<file path="src/rtl/decode32_if.sv">
// Decoder stage bus: upstream instruction handshake plus the registered decoded bundle.
// The decoder sits on the slave modport and the driving environment sits on the master modport.
interface decode32_if;
  logic        valid_i;
  logic        ready_o;
  logic [31:0] inst_i;
  logic [31:0] pc_i;
  logic        flush_i;
  logic        valid_o;
  logic        ready_i;
  logic [31:0] pc_o;
  logic [4:0]  rs1_o;
  logic [4:0]  rs2_o;
  logic [4:0]  rd_o;
  logic [2:0]  funct3_o;
  logic [6:0]  funct7_o;
  logic        itype_o;
  logic [1:0]  aluop_o;
  logic [1:0]  asel_o;
  logic        bsel_imm_o;
  logic [31:0] imm_o;
  logic        regwrite_o;
  logic        memread_o;
  logic        memwrite_o;
  logic        branch_o;
  logic        jump_o;
  logic        illegal_o;

  modport slave (
    input  valid_i, inst_i, pc_i, flush_i, ready_i,
    output ready_o, valid_o, pc_o, rs1_o, rs2_o, rd_o, funct3_o, funct7_o,
           itype_o, aluop_o, asel_o, bsel_imm_o, imm_o,
           regwrite_o, memread_o, memwrite_o, branch_o, jump_o, illegal_o
  );

  modport master (
    output valid_i, inst_i, pc_i, flush_i, ready_i,
    input  ready_o, valid_o, pc_o, rs1_o, rs2_o, rd_o, funct3_o, funct7_o,
           itype_o, aluop_o, asel_o, bsel_imm_o, imm_o,
           regwrite_o, memread_o, memwrite_o, branch_o, jump_o, illegal_o
  );
endinterface

</file>
<file path="src/rtl/decode32.sv">
// RV32I single-entry registered decode stage: decodes inst_i combinationally and
// holds the resulting bundle in one skid-free register with valid/ready flow control.
module decode32 (
  input  logic  clk_i,
  input  logic  reset_i,
  decode32_if.slave bus
);

  localparam logic [6:0] OP_LUI    = 7'b0110111;
  localparam logic [6:0] OP_AUIPC  = 7'b0010111;
  localparam logic [6:0] OP_JAL    = 7'b1101111;
  localparam logic [6:0] OP_JALR   = 7'b1100111;
  localparam logic [6:0] OP_BRANCH = 7'b1100011;
  localparam logic [6:0] OP_LOAD   = 7'b0000011;
  localparam logic [6:0] OP_STORE  = 7'b0100011;
  localparam logic [6:0] OP_OPIMM  = 7'b0010011;
  localparam logic [6:0] OP_OP     = 7'b0110011;

  localparam logic [1:0] ALU_ADD    = 2'd0;
  localparam logic [1:0] ALU_BRANCH = 2'd2;
  localparam logic [1:0] ALU_FUNCT  = 2'd3;

  localparam logic [1:0] ASEL_RS1  = 2'd0;
  localparam logic [1:0] ASEL_PC   = 2'd1;
  localparam logic [1:0] ASEL_ZERO = 2'd2;

  typedef struct packed {
    logic [31:0] pc;
    logic [4:0]  rs1;
    logic [4:0]  rs2;
    logic [4:0]  rd;
    logic [2:0]  funct3;
    logic [6:0]  funct7;
    logic        itype;
    logic [1:0]  aluop;
    logic [1:0]  asel;
    logic        bsel_imm;
    logic [31:0] imm;
    logic        regwrite;
    logic        memread;
    logic        memwrite;
    logic        branch;
    logic        jump;
    logic        illegal;
  } bundle_t;

  bundle_t     bundle_reg;
  bundle_t     bundle_next;
  logic        valid_reg;
  logic        ready;
  logic        accept;

  logic [6:0]  opcode;
  logic [2:0]  f3;
  logic [6:0]  f7;
  logic [31:0] imm_i;
  logic [31:0] imm_s;
  logic [31:0] imm_b;
  logic [31:0] imm_u;
  logic [31:0] imm_j;

  assign opcode = bus.inst_i[6:0];
  assign f3     = bus.inst_i[14:12];
  assign f7     = bus.inst_i[31:25];

  assign imm_i = {{20{bus.inst_i[31]}}, bus.inst_i[31:20]};
  assign imm_s = {{20{bus.inst_i[31]}}, bus.inst_i[31:25], bus.inst_i[11:7]};
  assign imm_b = {{19{bus.inst_i[31]}}, bus.inst_i[31], bus.inst_i[7],
                  bus.inst_i[30:25], bus.inst_i[11:8], 1'b0};
  assign imm_u = {bus.inst_i[31:12], 12'h000};
  assign imm_j = {{11{bus.inst_i[31]}}, bus.inst_i[31], bus.inst_i[19:12],
                  bus.inst_i[20], bus.inst_i[30:21], 1'b0};

  assign ready  = ~valid_reg | bus.ready_i;
  assign accept = bus.valid_i & ready & ~bus.flush_i;

  always_comb begin
    bundle_next        = '0;
    bundle_next.pc     = bus.pc_i;
    bundle_next.rs1    = bus.inst_i[19:15];
    bundle_next.rs2    = bus.inst_i[24:20];
    bundle_next.rd     = bus.inst_i[11:7];
    bundle_next.funct3 = f3;
    bundle_next.aluop  = ALU_ADD;
    bundle_next.asel   = ASEL_RS1;
    case (opcode)
      OP_LUI: begin
        bundle_next.asel     = ASEL_ZERO;
        bundle_next.bsel_imm = 1'b1;
        bundle_next.regwrite = 1'b1;
        bundle_next.imm      = imm_u;
      end
      OP_AUIPC: begin
        bundle_next.asel     = ASEL_PC;
        bundle_next.bsel_imm = 1'b1;
        bundle_next.regwrite = 1'b1;
        bundle_next.imm      = imm_u;
      end
      OP_JAL: begin
        bundle_next.asel     = ASEL_PC;
        bundle_next.bsel_imm = 1'b1;
        bundle_next.jump     = 1'b1;
        bundle_next.regwrite = 1'b1;
        bundle_next.imm      = imm_j;
      end
      OP_JALR: begin
        bundle_next.bsel_imm = 1'b1;
        bundle_next.jump     = 1'b1;
        bundle_next.regwrite = 1'b1;
        bundle_next.imm      = imm_i;
        bundle_next.illegal  = (f3 != 3'd0);
      end
      OP_BRANCH: begin
        bundle_next.aluop   = ALU_BRANCH;
        bundle_next.branch  = 1'b1;
        bundle_next.imm     = imm_b;
        bundle_next.illegal = (f3 == 3'd2) || (f3 == 3'd3);
      end
      OP_LOAD: begin
        bundle_next.bsel_imm = 1'b1;
        bundle_next.memread  = 1'b1;
        bundle_next.regwrite = 1'b1;
        bundle_next.imm      = imm_i;
        bundle_next.illegal  = (f3 == 3'd3) || (f3 >= 3'd6);
      end
      OP_STORE: begin
        bundle_next.bsel_imm = 1'b1;
        bundle_next.memwrite = 1'b1;
        bundle_next.imm      = imm_s;
        bundle_next.illegal  = (f3 > 3'd2);
      end
      OP_OPIMM: begin
        bundle_next.aluop    = ALU_FUNCT;
        bundle_next.itype    = 1'b1;
        bundle_next.bsel_imm = 1'b1;
        bundle_next.regwrite = 1'b1;
        bundle_next.imm      = imm_i;
        // Only the shifts carry a funct7 qualifier (srai vs srli); other imm ops use those bits as immediate.
        if (f3 == 3'd1) begin
          bundle_next.funct7  = f7;
          bundle_next.illegal = (f7 != 7'h00);
        end else if (f3 == 3'd5) begin
          bundle_next.funct7  = f7;
          bundle_next.illegal = (f7 != 7'h00) && (f7 != 7'h20);
        end
      end
      OP_OP: begin
        bundle_next.aluop    = ALU_FUNCT;
        bundle_next.regwrite = 1'b1;
        bundle_next.funct7   = f7;
        bundle_next.illegal  = !((f7 == 7'h00) ||
                                 ((f7 == 7'h20) && ((f3 == 3'd0) || (f3 == 3'd5))));
      end
      default: begin
        bundle_next.illegal = 1'b1;
      end
    endcase
    // An illegal bundle still travels down the pipe but must have no side effects.
    if (bundle_next.illegal) begin
      bundle_next.regwrite = 1'b0;
      bundle_next.memread  = 1'b0;
      bundle_next.memwrite = 1'b0;
      bundle_next.branch   = 1'b0;
      bundle_next.jump     = 1'b0;
    end
  end

  always_ff @(posedge clk_i) begin
    if (reset_i) begin
      valid_reg  <= 1'b0;
      bundle_reg <= '0;
    end else if (bus.flush_i) begin
      valid_reg <= 1'b0;
    end else if (accept) begin
      valid_reg  <= 1'b1;
      bundle_reg <= bundle_next;
    end else if (valid_reg && bus.ready_i) begin
      valid_reg <= 1'b0;
    end
  end

  assign bus.ready_o    = ready;
  assign bus.valid_o    = valid_reg;
  assign bus.pc_o       = bundle_reg.pc;
  assign bus.rs1_o      = bundle_reg.rs1;
  assign bus.rs2_o      = bundle_reg.rs2;
  assign bus.rd_o       = bundle_reg.rd;
  assign bus.funct3_o   = bundle_reg.funct3;
  assign bus.funct7_o   = bundle_reg.funct7;
  assign bus.itype_o    = bundle_reg.itype;
  assign bus.aluop_o    = bundle_reg.aluop;
  assign bus.asel_o     = bundle_reg.asel;
  assign bus.bsel_imm_o = bundle_reg.bsel_imm;
  assign bus.imm_o      = bundle_reg.imm;
  assign bus.regwrite_o = bundle_reg.regwrite;
  assign bus.memread_o  = bundle_reg.memread;
  assign bus.memwrite_o = bundle_reg.memwrite;
  assign bus.branch_o   = bundle_reg.branch;
  assign bus.jump_o     = bundle_reg.jump;
  assign bus.illegal_o  = bundle_reg.illegal;

endmodule

</file>
<file path="src/flat_wrapper.sv">
// flat-port wrapper written by rule: the top's interface ports become plain ports
module decode32_flat 
  (clk_i, reset_i, bus_valid_i, bus_inst_i, bus_pc_i, bus_flush_i, bus_ready_i, bus_ready_o, bus_valid_o, bus_pc_o, bus_rs1_o, bus_rs2_o, bus_rd_o, bus_funct3_o, bus_funct7_o, bus_itype_o, bus_aluop_o, bus_asel_o, bus_bsel_imm_o, bus_imm_o, bus_regwrite_o, bus_memread_o, bus_memwrite_o, bus_branch_o, bus_jump_o, bus_illegal_o);
  decode32_if bus_i ();
  input  logic clk_i;
  input  logic reset_i;
  input wire logic [$bits(bus_i.valid_i)-1:0] bus_valid_i;
  input wire logic [$bits(bus_i.inst_i)-1:0] bus_inst_i;
  input wire logic [$bits(bus_i.pc_i)-1:0] bus_pc_i;
  input wire logic [$bits(bus_i.flush_i)-1:0] bus_flush_i;
  input wire logic [$bits(bus_i.ready_i)-1:0] bus_ready_i;
  output wire logic [$bits(bus_i.ready_o)-1:0] bus_ready_o;
  output wire logic [$bits(bus_i.valid_o)-1:0] bus_valid_o;
  output wire logic [$bits(bus_i.pc_o)-1:0] bus_pc_o;
  output wire logic [$bits(bus_i.rs1_o)-1:0] bus_rs1_o;
  output wire logic [$bits(bus_i.rs2_o)-1:0] bus_rs2_o;
  output wire logic [$bits(bus_i.rd_o)-1:0] bus_rd_o;
  output wire logic [$bits(bus_i.funct3_o)-1:0] bus_funct3_o;
  output wire logic [$bits(bus_i.funct7_o)-1:0] bus_funct7_o;
  output wire logic [$bits(bus_i.itype_o)-1:0] bus_itype_o;
  output wire logic [$bits(bus_i.aluop_o)-1:0] bus_aluop_o;
  output wire logic [$bits(bus_i.asel_o)-1:0] bus_asel_o;
  output wire logic [$bits(bus_i.bsel_imm_o)-1:0] bus_bsel_imm_o;
  output wire logic [$bits(bus_i.imm_o)-1:0] bus_imm_o;
  output wire logic [$bits(bus_i.regwrite_o)-1:0] bus_regwrite_o;
  output wire logic [$bits(bus_i.memread_o)-1:0] bus_memread_o;
  output wire logic [$bits(bus_i.memwrite_o)-1:0] bus_memwrite_o;
  output wire logic [$bits(bus_i.branch_o)-1:0] bus_branch_o;
  output wire logic [$bits(bus_i.jump_o)-1:0] bus_jump_o;
  output wire logic [$bits(bus_i.illegal_o)-1:0] bus_illegal_o;
  assign bus_i.valid_i = bus_valid_i;
  assign bus_i.inst_i = bus_inst_i;
  assign bus_i.pc_i = bus_pc_i;
  assign bus_i.flush_i = bus_flush_i;
  assign bus_i.ready_i = bus_ready_i;
  assign bus_ready_o = bus_i.ready_o;
  assign bus_valid_o = bus_i.valid_o;
  assign bus_pc_o = bus_i.pc_o;
  assign bus_rs1_o = bus_i.rs1_o;
  assign bus_rs2_o = bus_i.rs2_o;
  assign bus_rd_o = bus_i.rd_o;
  assign bus_funct3_o = bus_i.funct3_o;
  assign bus_funct7_o = bus_i.funct7_o;
  assign bus_itype_o = bus_i.itype_o;
  assign bus_aluop_o = bus_i.aluop_o;
  assign bus_asel_o = bus_i.asel_o;
  assign bus_bsel_imm_o = bus_i.bsel_imm_o;
  assign bus_imm_o = bus_i.imm_o;
  assign bus_regwrite_o = bus_i.regwrite_o;
  assign bus_memread_o = bus_i.memread_o;
  assign bus_memwrite_o = bus_i.memwrite_o;
  assign bus_branch_o = bus_i.branch_o;
  assign bus_jump_o = bus_i.jump_o;
  assign bus_illegal_o = bus_i.illegal_o;
  decode32 u_core (.clk_i(clk_i), .reset_i(reset_i), .bus(bus_i));
endmodule
</file>
<file path="config.mk">
export PLATFORM = sky130hd
export DESIGN_NAME = decode32_flat
export DESIGN_NICKNAME = d
export VERILOG_FILES = /design/src/rtl/decode32_if.sv /design/src/rtl/decode32.sv /design/src/flat_wrapper.sv
export SDC_FILE = /design/constraint.sdc
export NUM_CORES = 1
export LEC_CHECK = 0
export ABC_AREA = 1
export CAP_MARGIN = 20
export CORE_UTILIZATION = 46
export CTS_CLUSTER_DIAMETER = 150
export CTS_CLUSTER_SIZE = 40
export DETAILED_ROUTE_END_ITERATION = 8
export GPL_TIMING_DRIVEN = 0
export PLACE_DENSITY = 0.9
export REMOVE_ABC_BUFFERS = 1
export SYNTH_ARGS = -nofsm -noshare
export SYNTH_HDL_FRONTEND = slang
export SYNTH_SLANG_ARGS = --single-unit
</file>
<file path="constraint.sdc">
create_clock -name clk_i -period 3.24 [get_ports clk_i]
set_input_delay 0.648 -clock clk_i [delete_from_list [all_inputs] [get_ports clk_i]]
set_output_delay 0.648 -clock clk_i [all_outputs]
set_load 0.005 [all_outputs]
</file>
# After elaboration in Yosys (flattened, before gate mapping)
# Cells that the tools add are included.
[totals] register_bits=102 latch_bits=0 ramBits=0 rom_bits=0 elab_cells=82 mem_count=0
[op_classes] n_addsub=0 mul=0 div=0 n_lt_le_gt_ge=2 eq_ne=15 shift=0 muxes=19 bitwise=5 reduce_logical=23
[ops] op="32-bit case mux with 5 select lines" n=1
[ops] op="7-bit by 6-bit equality test with 1-bit output (second input constant)" n=4
[ops] op="7-bit equality test (second input constant)" n=3
[ops] op="7-bit by 5-bit equality test with 1-bit output (second input constant)" n=2
[ops] op="7-bit two-way mux" n=2
[ops] op="7-bit case mux with 2 select lines" n=1
[ops] op="7-bit OR reduction" n=2
[ops] op="1-bit two-way mux" n=11
[ops] op="2-bit OR reduction" n=5
[ops] op="2-bit case mux with 2 select lines" n=2
[ops] op="7-bit by 2-bit equality test with 1-bit output (second input constant)" n=1
[ops] op="7-bit zero test" n=1
[ops] op="7-bit by 6-bit inequality test with 1-bit output (second input constant)" n=1
[ops] op="1-bit case mux with 7 select lines" n=1
[ops] op="7-bit nonzero test" n=1
[ops] op="3-bit by 2-bit equality test with 1-bit output (second input constant)" n=2
[ops] op="3-bit OR reduction" n=2
[ops] op="5-bit two-way mux" n=1
[ops] op="1-bit logical OR" n=4
[ops] op="3-bit by 1-bit equality test with 1-bit output (second input constant)" n=1
[ops] op="3-bit equality test (second input constant)" n=1
[ops] op="3-bit greater-or-equal comparator (second input constant)" n=1
[ops] op="3-bit by 2-bit > comparator with 1-bit output (second input constant)" n=1
[ops] op="1-bit logical AND" n=3
[ops] op="8 further kinds" n=10

# Longest topological paths before layout
[depth] depth_word=7 depth_mapped=11

# Worst setup path after synthesis
# No wires, ideal clock.
[synth_timing] path_kind="input to register" startpoint="input bus_inst_i[1]" endpoint="register u_core.bundle_reg, in the netlist u_core.bus.imm_o[17]" arrival_ps=1582 required_ps=3100 setup_slack_ps=1518 cell_stages=10 path_buffers=0 cell_sequence="nand2_1 > inv_1 > nand2_2 > inv_4 > nand2_1 > nand2_1 > o21ai_2 > nand2_1 > nand2_1 > a21oi_1"
[synth_between] elab_chain_cells=3 word_cells_on_any_way=11
[synth_lines] item="from (decl)" line="flat_wrapper.sv:8" source="input wire logic [$bits(bus_i.inst_i)-1:0] bus_inst_i;"
[synth_lines] item="7-bit equality test, or another cell as far along" line="decode32.sv:86" source="case (opcode)"
[synth_lines] item="3-bit OR reduction (no source line) or 2-bit OR reduction (tied branches)"
[synth_lines] item="32-bit case mux with 5 select lines *" line="decode32.sv:86"
[synth_lines] item="to (signal assigned)" line="decode32.sv:176" source="bundle_reg <= bundle_next;"
[synth_lines] item="to (decl)" line="decode32.sv:47" source="bundle_t bundle_reg;"
# Mark *: on every way between the ends. The rest lies on a longest branch, timed or not.
# A chain may end at the register's enable or synchronous reset.

# Worst setup path after layout
[layout_timing] startpoint="input bus_valid_i" endpoint="register u_core.bundle_reg, in the netlist u_core.bus.imm_o[20]"
[layout_between] elab_chain_cells=3
[layout_lines] item="from (decl)" line="flat_wrapper.sv:7" source="input wire logic [$bits(bus_i.valid_i)-1:0] bus_valid_i;"
[layout_lines] item="1-bit bitwise AND (2 in a row)" line="decode32.sv:75" source="assign accept = bus.valid_i & ready & ~bus.flush_i;"
[layout_lines] item="2-bit AND reduction (no source line)"
# Every way passes these cells.

==> metrics.txt <==
Worst R2R Setup Slack=0.76 ns; Tot GR Track Use=25.3%; endpoints failing hold=0; postcts setup bufs=0; drt drc=0; Core Box Area=slightly below 9000 µm²; Worst path max stage delay=0.63 ns; DP HPWL=8680 µm; Synth Instances=562; Synth cell types=32; clock sinks=102; initial antenna violation count=0; CTS buffer count=9; n_diodes=0; total gr overflow=0; Req. time, crit path=3.54 ns; Max Cap Viol=0; Worst Path Max Fanout=approximately 100; setup slack after layout=0.321 ns; RSZ-0062 raised after global routing=false; Seq/Total Area, Yosys=49.2%; chain of cells forming the critical path=clkdlybuf4s50_1 -> inv_2 -> nor3_4 -> buf_16 -> inv_4 -> nor2_1 -> nand2_2 -> a21oi_1; synth warn=0; mean routed wirelength per cell=14.3 µm; Worst setup EP type=register; Worst-Margin Slew=0.950 ns; worst slack, placed=-0.0463 ns; H-Tree Depth=3; peak supply drop=0.272 mV; cts hold-fix bufs=0; leak pwr=around 2.4 nW; # IOs=172; nets=between 700 and 800; synth-to-layout area growth=48.8%; pwr/cell area=406 nW/µm²; Routability Congestion=0.844; Root Buffer=clkbuf_8; flop and latch count out of synthesis=102; Initial Util=between 40% and 50%; worst clock skew=0.0118 ns; most frequent cells in the layout=170 x clkdlybuf4s50_1, 112 x nor2_1, 108 x nand2_1; Worst setup SP type=input port; vias after detailed routing=4317; clk buf depth=2; Gates resized, CTS repair=0; die height=around 97 µm; vias in the first global route=4162; Critical-path top delay cell=nor3_4; final WL=11900 µm; Slew Limit Fails=0; Die Width=97 µm; port buffer count=between 150 and 200; DRT antenna net count=0; row cnt=34; Tmin final=2.92 ns; DRT iter0 DRCs=212; Crit path max-delay family=simple AND/OR/NAND/NOR gates; CP Class=in -> reg; status=finished, final reports clean; Worst-Skew Late Latency=0.36 ns; fin crit share=90.1%; hold slack=0.469 ns; Slew HR=36.7%; layout cell share with drive strength beyond 1=7.50%; Final setup viols=0; worst min-delay path category=reg -> reg; first-pass GRT wire length=19400 µm; 1st-pass router iterations=7; Buf/Inv on CP=4; Worst-path clk slew=0.09 ns; Mapped Area=4150 µm²; syn avg cell area=7.39 µm²; commonest non-fill, non-tap cell in the layout=clkdlybuf4s50_1; via/cell ratio=5.21; Worst Path Arrival=~3.2 ns; Filler Cell Count=682; largest net degree at the start of global routing=102; Die ar.=9410 µm²; TritonCTS clock tree=yes; FMAX=0.343 GHz
==> sequential cells by signal (all words and copies together), names as in the netlist, 2 cells and up <==
name / cells
u_core.bus.rd_o: 5
u_core.bus.pc_o: 32
u_core.bus.aluop_o: 2
u_core.bus.imm_o: 32
u_core.bus.rs1_o: 5
u_core.bus.rs2_o: 5
u_core.bus.funct7_o: 7
u_core.bus.funct3_o: 3
u_core.bus.asel_o: 2
==> through the flow <==
stage          setup TNS, ns  power, W  utilization [%]  area (µm²)  cells
3_3_place_gp         -236.85   0.00169             67.1        5850    808
5_1_grt                    0   0.00262             70.8        6180    828
3_5_place_dp          -0.366   0.00172             68.6        5980    813
2_1_floorplan         -36.71   0.00146                -        4010    529
6_report                   0   0.00251             70.8        6180    828
4_1_cts                    0   0.00253             70.8        6180    828
==> power breakdown <==
| group | switching [W] | leakage (nW) | internal (W) | total [W] |
|---|---|---|---|---|
| Combinational | 0.000168 | 1.45 | 0.000199 | 0.000367 |
| Clock | 0.000439 | 0.100 | 0.000381 | 0.000820 |
| Sequential | 0.0000229 | 0.832 | 0.00130 | 0.00132 |
| Total | 0.000630 | 2.38 | 0.00188 | 0.00251 |
==> worst min-delay path: stages, from the launching register on <==
cell and delay, ns:
dfxtp_1 0.32, nand2_1 0.06, a21oi_1 0.05
==> per-layer routing <==
metal	track usage, %	vias up	part of all wire (%)
met5	0	-	0
met4	9.87	0	1.9
met3	9.68	21	10
met2	42.6	202	48
met1	28.8	1957	40
li1	-	2137	-
==> cell type report <==
cell class	instances	area, µm²	area share, %
Sequential cell	102	2040	33.0
Multi-Input combinational cell	400	1860	30.1
Inverter	27	106	1.72
Clock buffer	11	141	2.29
Timing Repair Buffer	176	1840	29.7
Clock inverter	4	56.3	0.911
Tap cell	108	135	2.19
==> synth_stat cells <==
| cell | number | area, µm² |
|---|---|---|
| dfxtp_1 | 102 | 2040 |
| o211ai_1 | 1 | 7.51 |
| nand3_1 | 35 | 175 |
| a211oi_1 | 1 | 7.51 |
| buf_2 | 8 | 40.0 |
| nand2_4 | 1 | 11.3 |
| a22oi_1 | 1 | 7.51 |
| o21ai_2 | 1 | 8.76 |
| a21oi_2 | 6 | 52.6 |
| nor3_1 | 1 | 5.00 |
| nand4_1 | 2 | 12.5 |
| buf_4 | 1 | 7.51 |
| inv_1 | 18 | 67.6 |
| a31oi_1 | 1 | 6.26 |
| buf_1 | 1 | 3.75 |
| clkinv_1 | 1 | 3.75 |
| inv_2 | 7 | 26.3 |
| nand2_1 | 108 | 405 |
| a21boi_0 | 1 | 7.51 |
| inv_4 | 1 | 6.26 |
| o21ai_1 | 1 | 5.00 |
| nand2_2 | 7 | 43.8 |
| a21oi_1 | 59 | 295 |
| o2111ai_1 | 1 | 8.76 |
| buf_6 | 1 | 11.3 |
| nor2_2 | 1 | 6.26 |
| a31oi_2 | 5 | 62.6 |
| nor2_4 | 4 | 45.0 |
| clkbuf_1 | 22 | 82.6 |
| nor3_4 | 1 | 16.3 |
| o21ai_0 | 50 | 250 |
| nor2_1 | 112 | 420 |
==> path summary, 6_finish.rpt <==
path	cells after the start	start	to
hold / removal	2	u_core.bus.imm_o[7]$_SDFFE_PP0P_	u_core.bus.imm_o[7]$_SDFFE_PP0P_
setup / recovery	8	bus_valid_i	u_core.bus.imm_o[20]$_SDFFE_PP0P_
hold reg to reg	2	u_core.bus.imm_o[7]$_SDFFE_PP0P_	u_core.bus.imm_o[7]$_SDFFE_PP0P_
setup reg to reg	8	u_core.bus.valid_o$_SDFFE_PP0P_	u_core.bus.imm_o[20]$_SDFFE_PP0P_
==> logic make-up (layout without fill, tap and decap cells) <==
family | Yosys count | count (layout) | share of synthesized area, %
flip-flops | 102 | 102 | 49.2
AND/OR/NAND/NOR | 272 | 272 | 27.5
AO/OA/AOI/OAI | 128 | 128 | 17.3
buffers and inverters | 60 | 218 | 6.00
Power figures use the tool's default switching activity.
